<file path="src/rtl/cpu_defs.sv">
// cpu_defs: load-op bit indices and the outstanding-queue entry type (fwd macro MEM_RESP_FWD_EN lives in mem_resp)
package cpu_defs;
  localparam int LOP_LB  = 0;
  localparam int LOP_LBU = 1;
  localparam int LOP_LH  = 2;
  localparam int LOP_LHU = 3;
  localparam int LOP_LW  = 4;
  localparam int LOP_LWL = 5;
  localparam int LOP_LWR = 6;
  typedef struct packed {
    logic        is_load;
    logic [6:0]  load_op;
    logic [1:0]  addr_lo;
    logic [31:0] rt_old;
    logic [4:0]  dest;
    logic [31:0] pc;
  } mem_resp_meta_t;
  typedef struct packed {
    mem_resp_meta_t meta;
    logic [31:0]    rdata;
    logic           done;
    logic           killed;
  } mem_resp_entry_t;
endpackage

</file>
<file path="src/rtl/load_align.sv">
// load_align: (load_op, addr_lo, rdata, rt_old) -> aligned/extended/merged load result
module load_align
  import cpu_defs::*;
(
  input  logic [6:0]  load_op,
  input  logic [1:0]  addr_lo,
  input  logic [31:0] rdata,
  input  logic [31:0] rt_old,
  output logic [31:0] wdata
);
  logic [7:0]  b;
  logic [15:0] h;
  logic [31:0] lwl, lwr;
  always_comb begin
    b = rdata[{addr_lo, 3'b000} +: 8];
    h = rdata[{addr_lo[1], 4'b0000} +: 16];
    lwl = addr_lo == 2'd0 ? {rdata[7:0], rt_old[23:0]} :
          addr_lo == 2'd1 ? {rdata[15:0], rt_old[15:0]} :
          addr_lo == 2'd2 ? {rdata[23:0], rt_old[7:0]} : rdata;
    lwr = addr_lo == 2'd0 ? rdata :
          addr_lo == 2'd1 ? {rt_old[31:24], rdata[31:8]} :
          addr_lo == 2'd2 ? {rt_old[31:16], rdata[31:16]} : {rt_old[31:8], rdata[31:24]};
    wdata = load_op[LOP_LB]  ? {{24{b[7]}}, b} :
            load_op[LOP_LBU] ? {24'b0, b} :
            load_op[LOP_LH]  ? {{16{h[15]}}, h} :
            load_op[LOP_LHU] ? {16'b0, h} :
            load_op[LOP_LW]  ? rdata :
            load_op[LOP_LWL] ? lwl :
            load_op[LOP_LWR] ? lwr : 32'b0;
  end
endmodule

</file>
<file path="src/rtl/mem_resp.sv">
// mem_resp: in-order data-SRAM response queue with load alignment and WB handshake; MEM_RESP_FWD_EN adds fwd_* bypass ports
module mem_resp
  import cpu_defs::*;
#(
  parameter int DEPTH = 2
) (
  input  logic        clk,
  input  logic        reset,
  input  logic        req_valid,
  output logic        req_ready,
  input  logic        req_is_load,
  input  logic [6:0]  req_load_op,
  input  logic [1:0]  req_addr_lo,
  input  logic [31:0] req_rt_old,
  input  logic [4:0]  req_dest,
  input  logic [31:0] req_pc,
  input  logic        data_data_ok,
  input  logic [31:0] data_rdata,
  input  logic        flush,
  output logic        wb_valid,
  input  logic        wb_ready,
  output logic        wb_we,
  output logic [4:0]  wb_dest,
  output logic [31:0] wb_wdata,
  output logic [31:0] wb_pc
`ifdef MEM_RESP_FWD_EN
  ,
  output logic        fwd_valid,
  output logic [4:0]  fwd_dest,
  output logic [31:0] fwd_data
`endif
);
  localparam int PW = $clog2(DEPTH);
  mem_resp_entry_t entry_q [DEPTH];
  mem_resp_entry_t entry_d [DEPTH];
  logic [PW-1:0] head_q, head_d, tail_q, tail_d, resp_q, resp_d;
  logic [PW:0]   count_q, count_d, ndone_q, ndone_d;
  logic          wb_valid_q, wb_valid_d, wb_we_q, wb_we_d;
  logic [4:0]    wb_dest_q, wb_dest_d;
  logic [31:0]   wb_wdata_q, wb_wdata_d, wb_pc_q, wb_pc_d;
  mem_resp_entry_t head;
  logic          push, ok_hit, head_fire, head_kill, pop, load_out;
  logic [31:0]   head_rdata, head_wdata;
  assign req_ready = count_q != (PW+1)'(DEPTH);
  assign head = entry_q[head_q];
  assign head_rdata = head.done ? head.rdata : data_rdata;
  load_align u_align (
    .load_op(head.meta.load_op),
    .addr_lo(head.meta.addr_lo),
    .rdata  (head_rdata),
    .rt_old (head.meta.rt_old),
    .wdata  (head_wdata)
  );
  always_comb begin
    push = req_valid && req_ready && !flush;
    ok_hit = data_data_ok && ndone_q != '0;
    head_fire = count_q != '0 && (head.done || (ok_hit && resp_q == head_q));
    head_kill = head.killed || flush;
    load_out = head_fire && !head_kill && (!wb_valid_q || wb_ready);
    pop = head_fire && (head_kill || !wb_valid_q || wb_ready);
    entry_d = entry_q;
    if (ok_hit) begin
      entry_d[resp_q].rdata = data_rdata;
      entry_d[resp_q].done = 1'b1;
    end
    if (flush)
      for (int i = 0; i < DEPTH; i++) entry_d[i].killed = 1'b1;
    if (push)
      entry_d[tail_q] = '{meta: '{req_is_load, req_load_op, req_addr_lo, req_rt_old, req_dest, req_pc},
                          rdata: 32'b0, done: 1'b0, killed: 1'b0};
    head_d = pop ? head_q + PW'(1) : head_q;
    tail_d = push ? tail_q + PW'(1) : tail_q;
    resp_d = ok_hit ? resp_q + PW'(1) : resp_q;
    count_d = count_q + (PW+1)'(push) - (PW+1)'(pop);
    ndone_d = ndone_q + (PW+1)'(push) - (PW+1)'(ok_hit);
    wb_valid_d = flush ? 1'b0 : load_out ? 1'b1 : wb_valid_q && !wb_ready;
    wb_we_d = load_out ? head.meta.is_load : wb_we_q;
    wb_dest_d = load_out ? head.meta.dest : wb_dest_q;
    wb_wdata_d = load_out ? (head.meta.is_load ? head_wdata : 32'b0) : wb_wdata_q;
    wb_pc_d = load_out ? head.meta.pc : wb_pc_q;
  end
  always_ff @(posedge clk) begin
    if (reset) begin
      for (int i = 0; i < DEPTH; i++) entry_q[i] <= '0;
      head_q <= '0;
      tail_q <= '0;
      resp_q <= '0;
      count_q <= '0;
      ndone_q <= '0;
      wb_valid_q <= 1'b0;
      wb_we_q <= 1'b0;
      wb_dest_q <= 5'b0;
      wb_wdata_q <= 32'b0;
      wb_pc_q <= 32'b0;
    end else begin
      entry_q <= entry_d;
      head_q <= head_d;
      tail_q <= tail_d;
      resp_q <= resp_d;
      count_q <= count_d;
      ndone_q <= ndone_d;
      wb_valid_q <= wb_valid_d;
      wb_we_q <= wb_we_d;
      wb_dest_q <= wb_dest_d;
      wb_wdata_q <= wb_wdata_d;
      wb_pc_q <= wb_pc_d;
    end
  end
  assert property (@(posedge clk) disable iff (reset) data_data_ok |-> ndone_q != '0);
  assign wb_valid = wb_valid_q;
  assign wb_we = wb_we_q;
  assign wb_dest = wb_dest_q;
  assign wb_wdata = wb_wdata_q;
  assign wb_pc = wb_pc_q;
`ifdef MEM_RESP_FWD_EN
  assign fwd_valid = wb_valid_q && wb_we_q;
  assign fwd_dest = wb_dest_q;
  assign fwd_data = wb_wdata_q;
`endif
endmodule

</file>
<file path="config.mk">
export PLATFORM = sky130hd
export DESIGN_NAME = mem_resp
export DESIGN_NICKNAME = d
export VERILOG_FILES = /design/src/rtl/cpu_defs.sv /design/src/rtl/load_align.sv /design/src/rtl/mem_resp.sv
export SDC_FILE = /design/constraint.sdc
export NUM_CORES = 1
export LEC_CHECK = 0
export CAP_MARGIN = 20
export CORE_ASPECT_RATIO = 1.4
export CORE_MARGIN = 2
export CORE_UTILIZATION = 40
export DETAILED_ROUTE_END_ITERATION = 10
export PLACE_DENSITY_LB_ADDON = 0.3
export SETUP_SLACK_MARGIN = 0.05
export SYNTH_ARGS = -nofsm -noshare
export SYNTH_HDL_FRONTEND = slang
export SYNTH_SLANG_ARGS = --single-unit
</file>
<file path="constraint.sdc">
create_clock -name clk -period 3 [get_ports clk]
set_input_delay 0.6 -clock clk [delete_from_list [all_inputs] [get_ports clk]]
set_output_delay 0.6 -clock clk [all_outputs]
set_load 0.02 [all_outputs]
</file>
# ---- After elaboration in Yosys (flattened, before gate mapping)
# Index checks and enable logic that the tools add are counted.
dict set report totals {
  regBits 304
  latchBits 0
  mem_bits_rw 0
  mem_bits_ro 0
  inputBits 117
  out_inout_bits 72
  wordCells 105
  n_memories 0
}
dict set report classes {
  n_addsub 7
  mul 0
  div 0
  magnitude_cmp 5
  n_eq_ne 4
  shift 2
  mux 32
  n_bitwise 3
  n_reduce_logical 24
}
# operator count
set ops {}
lappend ops {{$bwmux W226} 3}
lappend ops {{$mux W113} 4}
lappend ops {{$mux W226} 2}
lappend ops {{$mux W32} 13}
lappend ops {{$demux W113 S1} 3}
lappend ops {{$mux W34} 1}
lappend ops {{$shiftx A32 B6 Y16} 1}
lappend ops {{$shiftx A32 B6 Y8} 1}
lappend ops {{$mux W24} 1}
lappend ops {{$mux W16} 1}
lappend ops {{$logic_and A1 B1 Y1} 11}
lappend ops {{$ge A2 B2 Y1 const B} 3}
lappend ops {{$not A1 Y2} 3}
lappend ops {{$logic_or A1 B1 Y1} 5}
lappend ops {{$add A2 B1 Y2} 2}
lappend ops {{$logic_not A1 Y1} 4}
lappend ops {{$lt A2 B1 Y1 const B} 2}
lappend ops {{$reduce_bool A2 Y1} 2}
lappend ops {{$sub A2 B1 Y2} 2}
lappend ops {{$add A1 B1 Y1 const B} 3}
lappend ops {{$mux W1} 3}
lappend ops {{$eq A2 B1 Y1 const B} 1}
lappend ops {{$eq A2 B2 Y1 const B} 1}
lappend ops {{$logic_not A2 Y1} 1}
lappend ops {{4 further kinds} 4}

# ---- Longest topological paths before layout
dict set report logic_depth {
  word_depth 16
  depth_mapped 11
  ltp_nobuf 10
}

# ---- Cells and area by module
# Synthesis repeated with hierarchy kept, for this count alone.
dict set report unflattened {
  cells_unflattened 1850
  hier_area_um2 15164.5
}
# mod instances cells_per_inst area_each_um2 seq_area_each_um2
set modules_own_cells {}
lappend modules_own_cells {mem_resp 1 1527 12821.0 6085.8}
lappend modules_own_cells {load_align 1 323 2343.5 0.0}

# ---- Least setup slack after synthesis
# No wires, ideal clock.
dict set report synth_timing {
  path_kind {input to register}
  startpoint {in data_data_ok}
  endpoint {reg count_q[1]}
  setup_time_ps 128
  t_arrival_ps 2210
  required_time_ps 2872
  setup_slack_ps 662
  stages 10
  n_path_buf 0
  cell_sequence {o21ai_1 > o21ai_1 > nand2_1 > a211oi_1 > ha_1 > inv_1 > ha_1 > xor2_1 > xnor2_1 > nor2_1}
}
dict set report synth_via {
  elab_chain_cells 6
}
# element line
set synth_lines {}
lappend synth_lines {{start: declaration} mem_resp.sv:17} ;# input logic data_data_ok,
lappend synth_lines {{$logic_and A1 B1 Y1} mem_resp.sv:56} ;# ok_hit = data_data_ok && ndone_q != '0;
lappend synth_lines {{$logic_and A1 B1 Y1} mem_resp.sv:57} ;# head_fire = count_q != '0 && (head.done || (ok_hit && resp_q == head_q));
lappend synth_lines {{$logic_or A1 B1 Y1} mem_resp.sv:57}
lappend synth_lines {{$logic_and A1 B1 Y1} mem_resp.sv:57}
lappend synth_lines {{$logic_and A1 B1 Y1} mem_resp.sv:60} ;# pop = head_fire && (head_kill || !wb_valid_q || wb_ready);
lappend synth_lines {{net pop} mem_resp.sv:42} ;# logic push, ok_hit, head_fire, head_kill, pop, load_out;
lappend synth_lines {{$sub A2 B1 Y2} mem_resp.sv:74} ;# count_d = count_q + (PW+1)'(push) - (PW+1)'(pop);
lappend synth_lines {{end signal: assignment} mem_resp.sv:100} ;# count_q <= count_d;
lappend synth_lines {{end: declaration} mem_resp.sv:37} ;# logic [PW:0] count_q, count_d, ndone_q, ndone_d;
# The timed path passes the listed nets, and every way through them passes these cells.
# A chain may end at the register's enable or synchronous reset.

# ---- Worst setup path in the final report
dict set report layout_timing {
  startpoint {reg head_q}
  endpoint {reg wb_wdata_q[11], in the netlist wb_wdata[11]}
}
dict set report layout_via {
  elab_chain_cells 16
  word_cells_on_any_way 32
  classes_between {3 x eq/ne; 2 x shift; 18 x mux; 1 x bitwise; 8 x reduce/logical}
}
# element line
set layout_lines {}
lappend layout_lines {{start: declaration} mem_resp.sv:36} ;# logic [PW-1:0] head_q, head_d, tail_q, tail_d, resp_q, resp_d;
lappend layout_lines {{start signal: assignment} mem_resp.sv:85} ;# head_q <= '0;
lappend layout_lines {{start signal: assignment} mem_resp.sv:97} ;# head_q <= head_d;
lappend layout_lines {{$not A1 Y2 (not written as such)} mem_resp.sv:45} ;# assign head = entry_q[head_q];
lappend layout_lines {{$mux W113 (not written as such) (3 in a row)} mem_resp.sv:45}
lappend layout_lines {{$eq A2 B2 Y1 or $mux W32 (tied branches)} {load_align.sv:19, load_align.sv:22, mem_resp.sv:46}}
lappend layout_lines {{$mux W16} load_align.sv:22} ;# addr_lo == 2'd2 ? {rt_old[31:16], rdata[31:16]} : {rt_old[31:8], rdata[31:24]};
lappend layout_lines {{$mux W24} load_align.sv:21} ;# addr_lo == 2'd1 ? {rt_old[31:24], rdata[31:8]} :
lappend layout_lines {{$mux W32} load_align.sv:20} ;# lwr = addr_lo == 2'd0 ? rdata :
lappend layout_lines {{$mux W32} load_align.sv:29} ;# load_op[LOP_LWR] ? lwr : 32'b0;
lappend layout_lines {{$mux W32} load_align.sv:28} ;# load_op[LOP_LWL] ? lwl :
lappend layout_lines {{$mux W32} load_align.sv:27} ;# load_op[LOP_LW] ? rdata :
lappend layout_lines {{$mux W32} load_align.sv:26} ;# load_op[LOP_LHU] ? {16'b0, h} :
lappend layout_lines {{$mux W32} load_align.sv:25} ;# load_op[LOP_LH] ? {{16{h[15]}}, h} :
lappend layout_lines {{$mux W32} load_align.sv:24} ;# load_op[LOP_LBU] ? {24'b0, b} :
lappend layout_lines {{$mux W32} load_align.sv:23} ;# wdata = load_op[LOP_LB] ? {{24{b[7]}}, b} :
lappend layout_lines {{$mux W32} mem_resp.sv:79} ;# wb_wdata_d = load_out ? (head.meta.is_load ? head_wdata : 32'b0) : wb_wdata_q;
lappend layout_lines {{end signal: assignment} mem_resp.sv:105} ;# wb_wdata_q <= wb_wdata_d;
lappend layout_lines {{end: declaration} mem_resp.sv:40} ;# logic [31:0] wb_wdata_q, wb_wdata_d, wb_pc_q, wb_pc_d;
# Parallel ways exist; a longest one is shown, timed or not. The select of a mux whose other input is x is not followed.

==> qor.yml <==
pre_cts_slack_ns: 0.1541
insertion_delay_ns: 0.58
finalClockSkew_ns: 0.01267
min_from: "reset"
place.gp.congestion: 0.9889
via_per_inst: 5.763
power_density_nw_per_um2: 712.7
route.met3.wl_mm: 3.075
synth-main-ff-cell: "dfxtp_1"
yosysMostFrequentCell: "nand2_1"
setup_tns_ns: 0
die_height_um: 234.2
root_buffer: "clkbuf_16"
holdPathEnd: "entry_q[104]"
cts_hold_buffers: 0
core_area_um2: 37420
syn-instance-count: 1865
p_sw_share_pct: 37.06
syn-cell-area_um2: 15150
synth_top_area_share_pct: 40.18
rrSetupSlack_ns: 0.26
synth_top_area_cell: "dfxtp_1"
htree_levels: 1
cts_num_sinks: 304
synth_compound_area_share_pct: 22.46
drc: 0
cp_max_fo: 18
wl_mm: 58.45
ir_drop_mv: 0.5175
avgSynthCellArea_um2: 8.121
highest_layer: "met4"
start_util_pct: 40.48
p_comb_share_pct: 38.0
synth_area_leaders: "dfxtp_1 40%, nand2_1 13%, a21oi_1 8.8%, mux2i_1 8.6%, nor2_1 2.6%"
row_count: 84
synthSimpleGateAreaFrac_pct: 18.89
clockBufferDepth: 3
grt_pass1_wl_mm: 88.13
r2r_cells: 7
grt-ovfl-total: 0
hold_depth: 2
syn_to_final_growth_pct: 25.52
yosys-top-cells-count: "510 x nand2_1, 304 x dfxtp_1, 266 x a21oi_1, 130 x mux2i_1, 103 x nor2_1"
yosysWarnings: 0
met2_length_mm: 29.06
r2r-end: "wb_wdata[11]"
required_ns: 3.47
fmax_mhz: 365.3
ys_ff_latch: 304
layout.nets: 2196
critPathArrivalTime_ns: 3.20
drive_above_1_share_pct: 13.00
finalPower_mw: 13.55
drv_slew: 0
antenna_found_initial: 0
port_buffers: 188
fin_ws_ns: 0.2628
period_needed_ns: 2.737
pwr-share-clk_pct: 27.9
first_iter_violations: 1153
route.vias.total: 14790
grt_max_degree: 105
cp-end-kind: "flop"
ioPinCount: 189
async_flop_share_pct: 0
antennaDiodeCount: 0
wire_per_inst_um: 22.78
numCtsBuffers: 31
synth_edf_count: 0
drv_cap: 0
dp_hpwl_mm: 43.45
leakagePower_nw: 6.325
cts_tree: "yes"
dr.pass1.iters: 5
synth_cell_types: 90
seq_area_frac_synth_pct: 40.18
grtUsageTotal_pct: 29.17
wl_met1_mm: 22.51
maxSlewHeadroom_pct: 30.70
max_slew.worst_pin.slew_ns: 1.040
period_share_pct: 91.24
fin_area_um2: 19010
hold_path_class: "in2reg"
finalHoldViolCount: 0
first_global_vias: 14630
p_int_mw: 8.527
status: "finished clean"
antenna_left: 0
path_class: "reg2reg"
synthAdderAreaFrac_pct: 0.3304
clk_pin_slew_ns: 0.06
rsz0062_at_grt: "no"
place_area_um2: 18000
synthMuxAreaShare_pct: 12.54
syn_nets: 1986
cp-start-kind: "flop"
die_w_um: 168.5
synthXorXnorAreaFrac_pct: 0.2891
r2r_start: "head_q"
n_fill_cell: 3611
final-setup-viol-count: 0
die-area_um2: 39460
p_switching_mw: 5.022
pwr-share-seq_pct: 34.1
synth_top_family_by_area: "compound AO/OA/AOI/OAI gates"
[state kept, by name, indices dropped and copies added, names as in the netlist]
| signal | count |
|---|---|
| ndone_q | 2 |
| entry_q | 226 |
| wb_valid | 1 |
| head_q | 1 |
| resp_q | 1 |
| wb_we | 1 |
| wb_pc | 32 |
| wb_wdata | 32 |
| count_q | 2 |
| tail_q | 1 |
| wb_dest | 5 |
[metal layers]
layer / track usage (%) / vias to the layer above
met4: 17.38 / 0
met3: 4.338 / 159
li1: - / 6993
met2: 52.24 / 532
met1: 32.86 / 7104
met5: 0 / -
[per-stage QoR]
| stage | hold WS, ns | util (%) | cells |
|---|---|---|---|
| CTS | 0.3160 | 50.74 | 2565 |
| finish | 0.3348 | 50.81 | 2566 |
| global route | 0.3371 | 50.81 | 2566 |
| floorplan | 0.4290 | - | 1865 |
| global placement | 0.4381 | 48.11 | 2514 |
| detailed placement | 0.4456 | 48.11 | 2514 |
[cells in the final DEF (no fill, tap or decap), drive strengths merged, types with 12 or more instances in the layout]
master         instances
nand2                512
dfxtp                304
a21oi                270
clkdlybuf4s50        187
mux2i                136
buf                  136
nor2                 104
a211oi                53
clkbuf                42
mux2                  39
o21ai                 32
o22ai                 29
nor3                  26
nand2b                13
o31ai                 13
o221ai                12
[worst max-delay path, stage by stage, from the launching register on]
cell      delay, ns
dfxtp_4        0.60
buf_4          0.33
buf_4          0.24
mux2i_1        0.56
o31ai_1        0.24
o311ai_0       0.15
nand3_1        0.20
a32o_1         0.28
[power groups by stage]
stage | registers (mW) | logic (mW) | clock network, mW
floorplan | 4.68 | 2.94 | 0
global placement | 4.73 | 4.99 | 0
detailed placement | 4.74 | 4.97 | 0
CTS | 4.66 | 5.00 | 3.88
global route | 4.66 | 5.39 | 4.05
finish | 4.63 | 5.14 | 3.78
[kinds of logic after synthesis]
logic type,after synthesis
mux,176
xor+xnor,5
flops,304
simple gates,702
fa+ha+maj,4
buf+inv,156
compound gates,518
[worst max path at each step]
stage,end,start,cells past startpoint
after floorplan,count_q[1],data_data_ok,10
after global placement,wb_wdata[11],data_rdata[19],7
after detailed placement,wb_wdata[11],head_q,7
after CTS,wb_wdata[11],head_q,7
after global routing,wb_wdata[18],head_q,6
final,wb_wdata[11],head_q,7
[repair_timing]
item	4_1_cts	5_1_grt
setup endpoints to repair	0	1
buffers inserted	0	1
gates resized for setup	0	0
endpoints found under the hold margin	0	0
[layout make-up]
| cell class | instances | area, µm² | share of cell area [%] |
|---|---|---|---|
| clock buffer | 42 | 877.1 | 4.614 |
| inverter | 10 | 40.04 | 0.2106 |
| timing repair buffer | 323 | 3029 | 15.93 |
| clock inverter | 9 | 103.9 | 0.5463 |
| tap | 473 | 591.8 | 3.113 |
| sequential | 304 | 6092 | 32.05 |
| multi-input combinational | 1405 | 8277 | 43.54 |
No activity file was read; power rests on OpenSTA's default activity.
